[src/rtl/mux_scan_ctrl_if.sv]
// ---------------------------------------------------------------------------
// mux_scan_ctrl_if
// Connects the scan sequencer to the downstream 4:1 mux and to its requester.
//   start  scan request from the requester
//   Y      output of the downstream mux
//   A      mux select [0:1]; A[0] has weight 1, A[1] has weight 2
//   E      mux disable, 1 forces Y=0
//   busy   high while a scan is running
//   done   one-cycle pulse closing each scan
//   S      S[k] = Y sampled on channel k during the most recent scan
// The master modport is the sequencer side; slave is the mux/requester side.
// ---------------------------------------------------------------------------
interface mux_scan_ctrl_if;
  logic       start;
  logic       Y;
  logic [0:1] A;
  logic       E;
  logic       busy;
  logic       done;
  logic [0:3] S;

  modport master (
    input  start, Y,
    output A, E, busy, done, S
  );

  modport slave (
    output start, Y,
    input  A, E, busy, done, S
  );
endinterface

[src/rtl/mux_scan_ctrl.sv]
// ---------------------------------------------------------------------------
// mux_scan_ctrl
// Steps the select of a 4:1 mux (with active-high disable) through channels
// 0..3, holding each channel for DWELL cycles and sampling Y on the last
// cycle of each dwell. The four samples are presented on S and a one-cycle
// done pulse closes every scan. The mux is held disabled whenever no scan
// is running.
//
// Ports
//   clk    rising-edge clock
//   rst_n  synchronous active-low reset
//   bus    mux_scan_ctrl_if.master (start, Y, A, E, busy, done, S)
//   chg    only with MUX_SCAN_CHG_EN defined: high in the DONE cycle when
//          the final S differs from the previous scan's S
//
// Parameters
//   DWELL  cycles spent on each channel (>= 1)
//
// Optional feature macro: MUX_SCAN_CHG_EN
// ---------------------------------------------------------------------------
module mux_scan_ctrl #(
  parameter int DWELL = 3
) (
  input  logic               clk,
  input  logic               rst_n,
  mux_scan_ctrl_if.master    bus
`ifdef MUX_SCAN_CHG_EN
  ,
  output logic               chg
`endif
);

  localparam int            CW   = $clog2(DWELL + 1);
  localparam logic [CW-1:0] LAST = CW'(DWELL - 1);

  typedef enum logic [1:0] {
    IDLE = 2'd0,
    SCAN = 2'd1,
    DONE = 2'd2
  } state_t;

  state_t        state, state_d;
  logic [CW-1:0] cnt, cnt_d;
  logic [1:0]    ch, ch_d;      // channel number, bit 0 has weight 1
  logic [0:3]    s_q, s_d, s_new;
  logic          e_q, e_d;
  logic          busy_q, busy_d;
  logic          done_q, done_d;
`ifdef MUX_SCAN_CHG_EN
  logic [0:3]    prev, prev_d;
  logic          chg_q, chg_d;
`endif

  // Current S with this cycle's sample merged in; the channel-3 sample is
  // part of the final S on the SCAN->DONE edge.
  always_comb begin
    s_new     = s_q;
    s_new[ch] = bus.Y;
  end

  // NOTE: every variable gets a default before the case so that no path
  // leaves it unassigned, which would infer a latch.
  always_comb begin
    state_d = state;
    cnt_d   = cnt;
    ch_d    = ch;
    s_d     = s_q;
    e_d     = e_q;
    busy_d  = busy_q;
    done_d  = 1'b0;
`ifdef MUX_SCAN_CHG_EN
    prev_d  = prev;
    chg_d   = 1'b0;
`endif

    case (state)
      IDLE: begin
        e_d    = 1'b1;
        busy_d = 1'b0;
        ch_d   = 2'd0;
        if (bus.start) begin
          state_d = SCAN;
          e_d     = 1'b0;
          busy_d  = 1'b1;
          cnt_d   = '0;
          s_d     = '0;
        end
      end

      SCAN: begin
        cnt_d = cnt + CW'(1);
        if (cnt == LAST) begin
          s_d   = s_new;
          cnt_d = '0;
          if (ch != 2'd3) begin
            ch_d = ch + 2'd1;
          end else begin
            // Last channel sampled: disable the mux on the same edge that
            // raises done.
            state_d = DONE;
            done_d  = 1'b1;
            busy_d  = 1'b0;
            e_d     = 1'b1;
            ch_d    = 2'd0;
`ifdef MUX_SCAN_CHG_EN
            chg_d   = (s_new != prev);
            prev_d  = s_new;
`endif
          end
        end
      end

      DONE: begin
        state_d = IDLE;
        e_d     = 1'b1;
        busy_d  = 1'b0;
        ch_d    = 2'd0;
      end

      default: begin
        state_d = IDLE;
        e_d     = 1'b1;
        busy_d  = 1'b0;
        ch_d    = 2'd0;
      end
    endcase
  end

  // NOTE: state registers use non-blocking assignments so every register
  // samples the pre-edge values; reset is checked only on the clock edge.
  always_ff @(posedge clk) begin
    if (!rst_n) begin
      state  <= IDLE;
      cnt    <= '0;
      ch     <= 2'd0;
      s_q    <= '0;
      e_q    <= 1'b1;
      busy_q <= 1'b0;
      done_q <= 1'b0;
`ifdef MUX_SCAN_CHG_EN
      prev   <= '0;
      chg_q  <= 1'b0;
`endif
    end else begin
      state  <= state_d;
      cnt    <= cnt_d;
      ch     <= ch_d;
      s_q    <= s_d;
      e_q    <= e_d;
      busy_q <= busy_d;
      done_q <= done_d;
`ifdef MUX_SCAN_CHG_EN
      prev   <= prev_d;
      chg_q  <= chg_d;
`endif
    end
  end

  assign bus.A[0] = ch[0];
  assign bus.A[1] = ch[1];
  assign bus.E    = e_q;
  assign bus.busy = busy_q;
  assign bus.done = done_q;
  assign bus.S    = s_q;
`ifdef MUX_SCAN_CHG_EN
  assign chg      = chg_q;
`endif

endmodule

[src/flat_wrapper.sv]
// flat-port wrapper written by rule: the top's interface ports become plain ports
module mux_scan_ctrl_flat 
#(
  parameter int DWELL = 3
)
  (clk, rst_n, bus_start, bus_Y, bus_A, bus_E, bus_busy, bus_done, bus_S);
  mux_scan_ctrl_if bus_i ();
  input  logic clk;
  input  logic rst_n;
  input wire logic [$bits(bus_i.start)-1:0] bus_start;
  input wire logic [$bits(bus_i.Y)-1:0] bus_Y;
  output wire logic [$bits(bus_i.A)-1:0] bus_A;
  output wire logic [$bits(bus_i.E)-1:0] bus_E;
  output wire logic [$bits(bus_i.busy)-1:0] bus_busy;
  output wire logic [$bits(bus_i.done)-1:0] bus_done;
  output wire logic [$bits(bus_i.S)-1:0] bus_S;
  assign bus_i.start = bus_start;
  assign bus_i.Y = bus_Y;
  assign bus_A = bus_i.A;
  assign bus_E = bus_i.E;
  assign bus_busy = bus_i.busy;
  assign bus_done = bus_i.done;
  assign bus_S = bus_i.S;
  mux_scan_ctrl #(.DWELL(DWELL)) u_core (.clk(clk), .rst_n(rst_n), .bus(bus_i));
endmodule
[config.mk]
export PLATFORM = sky130hd
export DESIGN_NAME = mux_scan_ctrl_flat
export DESIGN_NICKNAME = d
export VERILOG_FILES = /design/src/rtl/mux_scan_ctrl_if.sv /design/src/rtl/mux_scan_ctrl.sv /design/src/flat_wrapper.sv
export SDC_FILE = /design/constraint.sdc
export NUM_CORES = 1
export LEC_CHECK = 0
export ABC_CLOCK_PERIOD_IN_PS = 2200
export CORE_MARGIN = 2
export CORE_UTILIZATION = 50
export CTS_CLUSTER_SIZE = 12
export DETAILED_ROUTE_END_ITERATION = 8
export MAX_ROUTING_LAYER = met4
export PLACE_DENSITY = 0.78
export SLEW_MARGIN = 20
export SYNTH_ARGS = -nofsm -noshare
export SYNTH_HDL_FRONTEND = slang
export SYNTH_SLANG_ARGS = --single-unit
export TNS_END_PERCENT = 100
[constraint.sdc]
create_clock -name clk -period 2.2 [get_ports clk]
set_input_delay 0.33 -clock clk [delete_from_list [all_inputs] [get_ports clk]]
set_output_delay 0.33 -clock clk [all_outputs]
set_load 0.05 [all_outputs]
# After elaboration in Yosys (flattened, before gate mapping)
# Cells that the tools add are included.
word_totals:
  register_bits: 13
  latchBits: 0
  mem_bits_rw: 0
  romBits: 0
  input_bits: 4
  output_inout_bits: 9
  memories: 0
op_classes:
  n_addsub: 2
  n_mul: 0
  n_div: 0
  order_cmp: 2
  n_eq_ne: 6
  shifts: 0
  muxes: 23
  bitwise: 1
  n_reduce_logical: 9
ops:
  columns: ["op", "n"]
  rows:
  - ["2-bit 2-to-1 mux", 6]
  - ["3-bit AND reduction", 3]
  - ["1-bit 2-to-1 mux", 8]
  - ["4-bit 2-to-1 mux", 2]
  - ["2-bit case mux with 2 select lines", 2]
  - ["4-bit case mux with 2 select lines", 1]
  - ["2-bit inequality test, second input constant", 3]
  - ["2-bit AND reduction", 3]
  - ["2-bit by 1-bit adder with 2-bit output, second input constant", 2]
  - ["4-bit bitwise mux", 1]
  - ["1-bit case mux with 2 select lines", 2]
  - ["3-bit >= comparator, second input constant", 1]
  - ["3-bit by 1-bit < comparator with 1-bit output, second input constant", 1]
  - ["2-bit NOT with 3-bit output", 1]
  - ["1-bit demux with 2-bit select", 1]
  - ["2-bit by 1-bit equality test with 1-bit output, second input constant", 1]
  - ["2-bit equality test, second input constant", 1]
  - ["2-bit zero test", 1]
  - ["2-bit by 1-bit inequality test with 1-bit output, second input constant", 1]
  - ["2-bit nonzero test", 1]
  - ["1-bit logical AND", 1]

# Depth between registers and ports, before layout
# Gate-level depths: netlist of run 1.
depth:
  ltp_word: 8
  mapped_depth: 5
  depth_no_buf: 5

# Worst setup path before layout of run 1
# Ideal clock, no wire load.
synth_timing:
  kind: "reg-to-reg"
  start: "reg u_core.ch[0]"
  end: "reg u_core.s_q (netlist bit u_core.bus.S[3])"
  t_arrival_ps: 1417
  required_ps: 2074
  path_slack_ps: 657
  path_stages_with_launch: 5
  synth_period_minus_slack_ps: 1543
  path_cell_list: "dfxtp_1 > ha_1 > nand3b_1 > o2111ai_1 > o31ai_1"
synth_between:
  elab_chain_cells: 8
  word_cells_on_any_way: 9
  classes_between: "order compare (2); mux (5); bitwise (1); reduce/logical (1)"
synth_lines:
  columns: ["element", "line", "text"]
  rows:
  - ["start: declaration", "mux_scan_ctrl.sv:44", "logic [1:0] ch, ch_d;"]
  - ["start signal: assignment", "mux_scan_ctrl.sv:147", "ch <= ch_d;"]
  - ["2-bit NOT with 3-bit output (not written as such) *", "mux_scan_ctrl.sv:58", "s_new[ch] = bus.Y;"]
  - ["3-bit >= comparator (not written as such) / 3-bit by 1-bit < comparator with 1-bit output (equally long branches)", "mux_scan_ctrl.sv:58", null]
  - ["1-bit logical AND (not written as such)", "mux_scan_ctrl.sv:58", null]
  - ["1-bit 2-to-1 mux (not written as such)", "mux_scan_ctrl.sv:58", null]
  - ["1-bit demux with 2-bit select *", "mux_scan_ctrl.sv:58", null]
  - ["4-bit bitwise mux *", "mux_scan_ctrl.sv:58", null]
  - ["4-bit 2-to-1 mux *", "mux_scan_ctrl.sv:92", "if (cnt == LAST) begin"]
  - ["4-bit case mux with 2 select lines *", "mux_scan_ctrl.sv:76", "case (state)"]
  - ["end signal: assignment", "mux_scan_ctrl.sv:136", "s_q <= '0;"]
  - ["end signal: assignment", "mux_scan_ctrl.sv:148", "s_q <= s_d;"]
  - ["end: declaration", "mux_scan_ctrl.sv:45", "logic [0:3] s_q, s_d, s_new;"]
# Mark *: on every way between the ends. The rest lies on a longest branch, timed or not. The select of a mux whose other input is x is not followed.
# A chain may end at the register's enable or synchronous reset.

# Worst setup path in the final report of run 1
layout_timing:
  start: "reg u_core.ch[0]"
  end: "out bus_A[1]"
layout_rtl:
  columns: ["element", "line", "text"]
  rows:
  - ["end: declaration", "flat_wrapper.sv:12", "output wire logic [$bits(bus_i.A)-1:0] bus_A;"]
# No word-level cell between the ends.

==> results of run 1 <==
-- cell families (layout without fill, tap and decap cells) --
| group | Yosys count | in the layout |
|---|---|---|
| flip-flops | 13 | 13 |
| buffers and inverters | 4 | 18 |
| AND/OR/NAND/NOR | 25 | 25 |
| adder cells (fa/ha/maj) | 5 | 5 |
| AO/OA/AOI/OAI | 14 | 14 |
| multiplexers | 4 | 4 |
-- placed cells by master, fill, tap and decap left out, types with 2 or more instances in the layout --
| cell type | count |
|---|---|
| nor2_1 | 6 |
| o21ai_0 | 2 |
| nand2b_1 | 3 |
| nand2_1 | 2 |
| o21ai_1 | 2 |
| inv_1 | 2 |
| ha_1 | 5 |
| dfxtp_1 | 13 |
| nand3b_1 | 3 |
| nand3_1 | 4 |
| clkdlybuf4s50_1 | 12 |
| mux2i_1 | 4 |
| clkbuf_4 | 3 |
-- how the worst min path moves through the flow --
| stage | from | endpoint | slack [ns] | depth (start not counted) |
|---|---|---|---|---|
| finish | u_core.bus.busy | u_core.bus.busy | 0.48 | 2 |
| global route | u_core.bus.busy | u_core.bus.busy | 0.50 | 2 |
| CTS | u_core.bus.busy | u_core.bus.busy | 0.48 | 2 |
| detailed placement | u_core.bus.busy | u_core.bus.busy | 0.47 | 2 |
| global placement | u_core.bus.busy | u_core.bus.busy | 0.46 | 2 |
| floorplan | bus_Y | u_core.bus.S[3] | 0.48 | 2 |
-- power breakdown --
| group | internal, W | switching [W] | leakage, nW |
|---|---|---|---|
| Clock | 0.0000673 | 0.0000771 | 0.0177 |
| Sequential | 0.000242 | 0.00000936 | 0.106 |
| Combinational | 0.0000271 | 0.0000321 | 0.186 |
| Total | 0.000337 | 0.000119 | 0.310 |
-- stage by stage --
stage / instance area [um2] / power (W) / cells / hold slack [ns] / setup slack [ns]
final: 805 / 0.000455 / 93 / 0.484 / 0.311
after global routing: 805 / 0.000476 / 93 / 0.503 / 0.244
after CTS: 805 / 0.000460 / 93 / 0.481 / 0.297
after detailed placement: 777 / 0.000316 / 89 / 0.470 / 0.607
after global placement: 777 / 0.000315 / 89 / 0.458 / 0.614
after floorplan: 651 / 0.000297 / 65 / 0.476 / 0.657
-- metal layers --
metal	wire length, um	share of wire (%)	GRT usage, %	up-vias
li1	-	-	-	263
met1	602	46	22.4	230
met2	639	49	31.9	11
met3	56	4.3	8.33	0
met4	0	0	2.59	0
met5	0	0	-	-
-- cells in the mapped netlist, types with 2 or more instances --
cell type / number / share of area, %
mux2i_1: 4 / 6.2
o21ai_1: 2 / 1.5
ha_1: 5 / 9.6
nand3_1: 4 / 3.1
dfxtp_1: 13 / 40
inv_1: 2 / 1.2
o21ai_0: 2 / 1.5
nor2_1: 6 / 3.5
nand2b_1: 3 / 2.9
nand2_1: 2 / 1.2
nand3b_1: 3 / 3.5
-- layout make-up --
| class | instances | area, um2 |
|---|---|---|
| well taps | 14 | 17.5 |
| repair buffers | 12 | 120 |
| flip-flops and latches | 13 | 260 |
| clock inverters | 1 | 5.00 |
| clock buffers | 3 | 22.5 |
| fillers | 99 | 352 |
| multi-input cells | 48 | 372 |
| inverters | 2 | 7.51 |
-- registers in the layout, indices dropped and copies added, names as in the netlist --
register / flops
u_core.bus.done: 1
u_core.bus.busy: 1
u_core.cnt: 2
u_core.ch: 2
u_core.state: 2
u_core.bus.S: 4
u_core.bus.E: 1
==> results.sh, run 1 <==
export IMPL_peakVddDrop_uv=618
export IMPL_arrival_ns=1.56
export IMPL_dr_pass1_iters=4
export IMPL_p_per_area_mw_per_mm2=566
export IMPL_die_h_um=40.1
export IMPL_r2r_cells=4
export IMPL_report_final_slew_viol_count=0
export IMPL_cp_num_cells=1
export IMPL_die_x_um=40.1
export IMPL_fin_setup_tns_ns=0
export IMPL_cp_buffers_inverters=1
export IMPL_post_cts_buffers=0
export IMPL_yosys_area_share_simple_pct=26.0
export IMPL_grt_setup_unrepaired="no"
export IMPL_syn_area_um2=651
export IMPL_io_buffer_count=12
export IMPL_yosys_warnings=0
export IMPL_slew_headroom_pct=66.5
export IMPL_setup_worst_path_end="bus_A[1]"
export IMPL_yosysUniqueCellTypes=30
export IMPL_initial_core_util_pct=56.3
export IMPL_synth_top_family_by_area="simple AND/OR/NAND/NOR gates"
export IMPL_drive_gt1_share_pct=8.86
export IMPL_antenna_left=0
export IMPL_cts_hold_buffers=0
export IMPL_ys_seq_area_share_pct=40.0
export IMPL_drc=0
export IMPL_fin_skew_ns=0.00274
export IMPL_cts_buffers=3
export IMPL_timing_final_crit_share_pct=85.9
export IMPL_clkSinkCount=13
export IMPL_num_io_pins=13
export IMPL_dieArea_mm2=0.00161
export IMPL_cpPeakStageDelay_ns=0.85
export IMPL_cp_top_family="buffers and inverters"
export IMPL_h_tree_depth=1
export IMPL_area_growth_pct=23.7
export IMPL_max_freq_mhz=529
export IMPL_min_path_type="reg2reg"
export IMPL_dp_final_hpwl_um=991
export IMPL_slowest_stage="clkdlybuf4s50_1"
export IMPL_avgRoutedWirePerCell_um=14.0
export IMPL_synth_edf_count=0
export IMPL_reg2reg_to="u_core.bus.S[3]"
export IMPL_drt_iter0_markers=13
export IMPL_gp_congestion=0.755
export IMPL_path_cells="clkdlybuf4s50_1"
export IMPL_async_flop_share_pct=0
export IMPL_yosys_register_bits=13
export IMPL_muxShareOfSynthArea_pct=6.15
export IMPL_clk_latency_ns=0.27
export IMPL_power_leakage_nw=0.310
export IMPL_finalCriticalPeriod_ns=1.89
export IMPL_nNetsFinal=89
export IMPL_synth_xor_area_share_pct=0
export IMPL_startpoint_type="flop"
export IMPL_setup_viol=0
export IMPL_syn_mean_instance_area_um2=10.0
export IMPL_synth_compound_area_share_pct=15.4
export IMPL_grt_max_degree=13
export IMPL_cts_tree="yes"
export IMPL_synth_nets=74
export IMPL_timing_critical_path_to_type="output port"
export IMPL_cts_clk_slew_worst_paths_ns=0.08
export IMPL_required_ns=1.87
export IMPL_tightest_slew_ns=0.501
export IMPL_path_max_fanout=7
export IMPL_utilization_pct=69.6
export IMPL_via_per_inst=5.42
export IMPL_cts_buffer_depth=2
export IMPL_r2r_start="u_core.ch[0]"
export IMPL_cts_resized=0
export IMPL_synthAdderAreaFrac_pct=9.62
export IMPL_max_cap_violations=0
export IMPL_routed_wl_mm=1.30
export IMPL_grt_pass1_vias=453
export IMPL_grt_pass1_wl_mm=1.96
export IMPL_reg2reg_slack_ns=0.87
export IMPL_rows=12
export IMPL_hold_viol=0
export IMPL_startpoint="u_core.ch[0]"
export IMPL_syn_inst=65
export IMPL_status="finished, final reports clean"
export IMPL_vias=504
export IMPL_path_class="reg2out"
export IMPL_antenna_found_initial=0
export IMPL_clk_root_buffer_cell="clkbuf_4"
export IMPL_ys_flop_type="dfxtp_1"
export IMPL_grt_total_usage_pct=19.4
export IMPL_core_area_mm2=0.00116
export IMPL_grt_overflow=0
export IMPL_diodes=0
Power figures use the tool's default switching activity.
==> run 2, diff against run 1 <==
--- a/config.mk
+++ b/config.mk
@@ -5,13 +5,12 @@
 export SDC_FILE = /design/constraint.sdc
 export NUM_CORES = 1
 export LEC_CHECK = 0
-export ABC_CLOCK_PERIOD_IN_PS = 2200
-export CORE_MARGIN = 2
-export CORE_UTILIZATION = 50
+export ABC_CLOCK_PERIOD_IN_PS = 2000
+export CORE_UTILIZATION = 48
 export CTS_CLUSTER_SIZE = 12
 export DETAILED_ROUTE_END_ITERATION = 8
 export MAX_ROUTING_LAYER = met4
-export PLACE_DENSITY = 0.78
+export PLACE_DENSITY = 0.75
 export SLEW_MARGIN = 20
 export SYNTH_ARGS = -nofsm -noshare
 export SYNTH_HDL_FRONTEND = slang
==> constraint.sdc (replaced) <==
create_clock -name clk -period 2 [get_ports clk]
set_input_delay 0.3 -clock clk [delete_from_list [all_inputs] [get_ports clk]]
set_output_delay 0.3 -clock clk [all_outputs]
set_load 0.05 [all_outputs]
==> run 2 against run 1 <==
  * Global-route usage is 2.0 points higher
  * Non-clock buffer count is 1 higher
  * Die area is 6.2% lower
  * Cell area is 0.93% higher
  * Power is 11% higher
  * Critical endpoint unchanged
  * Largest cell class unchanged
  * Largest power group unchanged
==> results.sh, run 2 (same netlist as run 1, synthesis figures left out) <==
export IMPL_grt_pass1_wl_mm=2.08
export IMPL_cts_buffer_depth=2
export IMPL_cts_clk_slew_worst_paths_ns=0.08
export IMPL_drt_iter0_markers=11
export IMPL_clk_latency_ns=0.28
export IMPL_p_per_area_mw_per_mm2=625
export IMPL_startpoint_type="flop"
export IMPL_via_per_inst=5.53
export IMPL_min_path_type="reg2reg"
export IMPL_mostFrequentLayoutCell="dfxtp_1"
export IMPL_clk_root_buffer_cell="clkbuf_4"
export IMPL_max_freq_mhz=533
export IMPL_cts_hold_buffers=0
export IMPL_grt_setup_unrepaired="no"
export IMPL_routed_wl_mm=1.28
export IMPL_clkSinkCount=13
export IMPL_dieArea_mm2=0.00151
export IMPL_path_class="reg2out"
export IMPL_area_growth_pct=24.8
export IMPL_cp_buffers_inverters=1
export IMPL_report_final_slew_viol_count=0
export IMPL_hold_viol=0
export IMPL_drive_gt1_share_pct=10.0
export IMPL_cp_top_family="buffers and inverters"
export IMPL_grt_overflow=0
export IMPL_post_cts_buffers=0
export IMPL_fin_cells=94
export IMPL_vias=520
export IMPL_tightest_slew_ns=0.496
export IMPL_cts_buffers=3
export IMPL_reg2reg_slack_ns=0.66
export IMPL_die_h_um=38.8
export IMPL_io_buffer_count=12
export IMPL_finalCriticalPeriod_ns=1.87
export IMPL_path_max_fanout=7
export IMPL_diodes=0
export IMPL_r2r_start="u_core.ch[0]"
export IMPL_dp_cells=90
export IMPL_antenna_found_initial=0
export IMPL_fin_setup_tns_ns=0
export IMPL_wl_met1_um=601
export IMPL_path_cells="clkdlybuf4s50_1"
export IMPL_die_x_um=38.8
export IMPL_core_area_mm2=0.00119
export IMPL_slew_headroom_pct=66.8
export IMPL_utilization_pct=68.5
export IMPL_timing_final_crit_share_pct=93.7
export IMPL_final_cell_mix="13 x dfxtp_1, 12 x clkdlybuf4s50_1, 6 x nor2_1"
export IMPL_arrival_ns=1.57
export IMPL_required_ns=1.70
export IMPL_fin_skew_ns=0.00595
export IMPL_reg2reg_to="u_core.bus.S[0]"
export IMPL_top_layer="met4"
export IMPL_slowest_stage="clkdlybuf4s50_1"
export IMPL_h_tree_depth=1
export IMPL_status="finished, final reports clean"
export IMPL_drc=0
export IMPL_timing_critical_path_to_type="output port"
export IMPL_dr_pass1_iters=4
export IMPL_max_cap_violations=0
export IMPL_cpPeakStageDelay_ns=0.84
export IMPL_nNetsFinal=90
export IMPL_grt_pass1_vias=496
export IMPL_power_leakage_nw=0.314
export IMPL_largest_register_ffs=4
export IMPL_grt_total_usage_pct=21.4
export IMPL_dr_wl_met2_um=613
export IMPL_r2r_cells=5
export IMPL_dp_final_hpwl_um=991
export IMPL_gp_congestion=0.783
export IMPL_met3_length_um=54
export IMPL_cts_tree="yes"
export IMPL_startpoint="u_core.ch[0]"
export IMPL_avgRoutedWirePerCell_um=13.6
export IMPL_cts_resized=0
export IMPL_grt_max_degree=13
export IMPL_setup_viol=0
export IMPL_stdcell_area_um2=812
export IMPL_cp_num_cells=1
export IMPL_initial_core_util_pct=54.9
export IMPL_fin_hold_ws_ns=0.469
export IMPL_peakVddDrop_uv=631
export IMPL_setup_worst_path_end="bus_A[1]"
export IMPL_dpl_cell_area_um2=785
export IMPL_num_io_pins=13
export IMPL_antenna_left=0
export IMPL_rows=12
[run 2: cell count changes in the layout (fill, tap and decap cells not counted)]
cell | previous run | this run
buf_4 | 0 | 1
[run 2: per-layer routing]
layer	vias up	track usage (%)
met5	-	-
li1	263	-
met3	2	9.25
met4	0	6.90
met2	8	32.9
met1	247	25.1
[run 2: layout make-up]
type,instances,area [um2]
clock buffers,3,22.5
clock inverters,1,5.00
fillers,94,374
inverters,2,7.51
multi-input cells,48,372
flip-flops and latches,13,260
well taps,14,17.5
repair buffers,13,128
[run 2: report_power, final]
group / internal (W) / total, W / leakage, nW / switching (W)
clock network: 0.0000743 / 0.000164 / 0.0177 / 0.0000899
registers: 0.000266 / 0.000277 / 0.106 / 0.0000106
logic: 0.0000311 / 0.0000661 / 0.191 / 0.0000350
[run 2: through the flow]
step / total power [W] / setup slack, ns
global route: 0.000531 / 0.0701
detailed placement: 0.000349 / 0.427
CTS: 0.000514 / 0.122
global placement: 0.000348 / 0.447
finish: 0.000507 / 0.125
floorplan: 0.000327 / 0.457
[run 2: how the worst min path moves through the flow]
stage / start / endpoint / cells after the start
6_report: u_core.bus.busy / u_core.bus.busy / 2
4_1_cts: u_core.bus.busy / u_core.bus.busy / 2
2_1_floorplan: bus_Y / u_core.bus.S[3] / 2
3_5_place_dp: u_core.bus.busy / u_core.bus.busy / 2
3_3_place_gp: u_core.bus.busy / u_core.bus.busy / 2
5_1_grt: u_core.bus.busy / u_core.bus.busy / 2
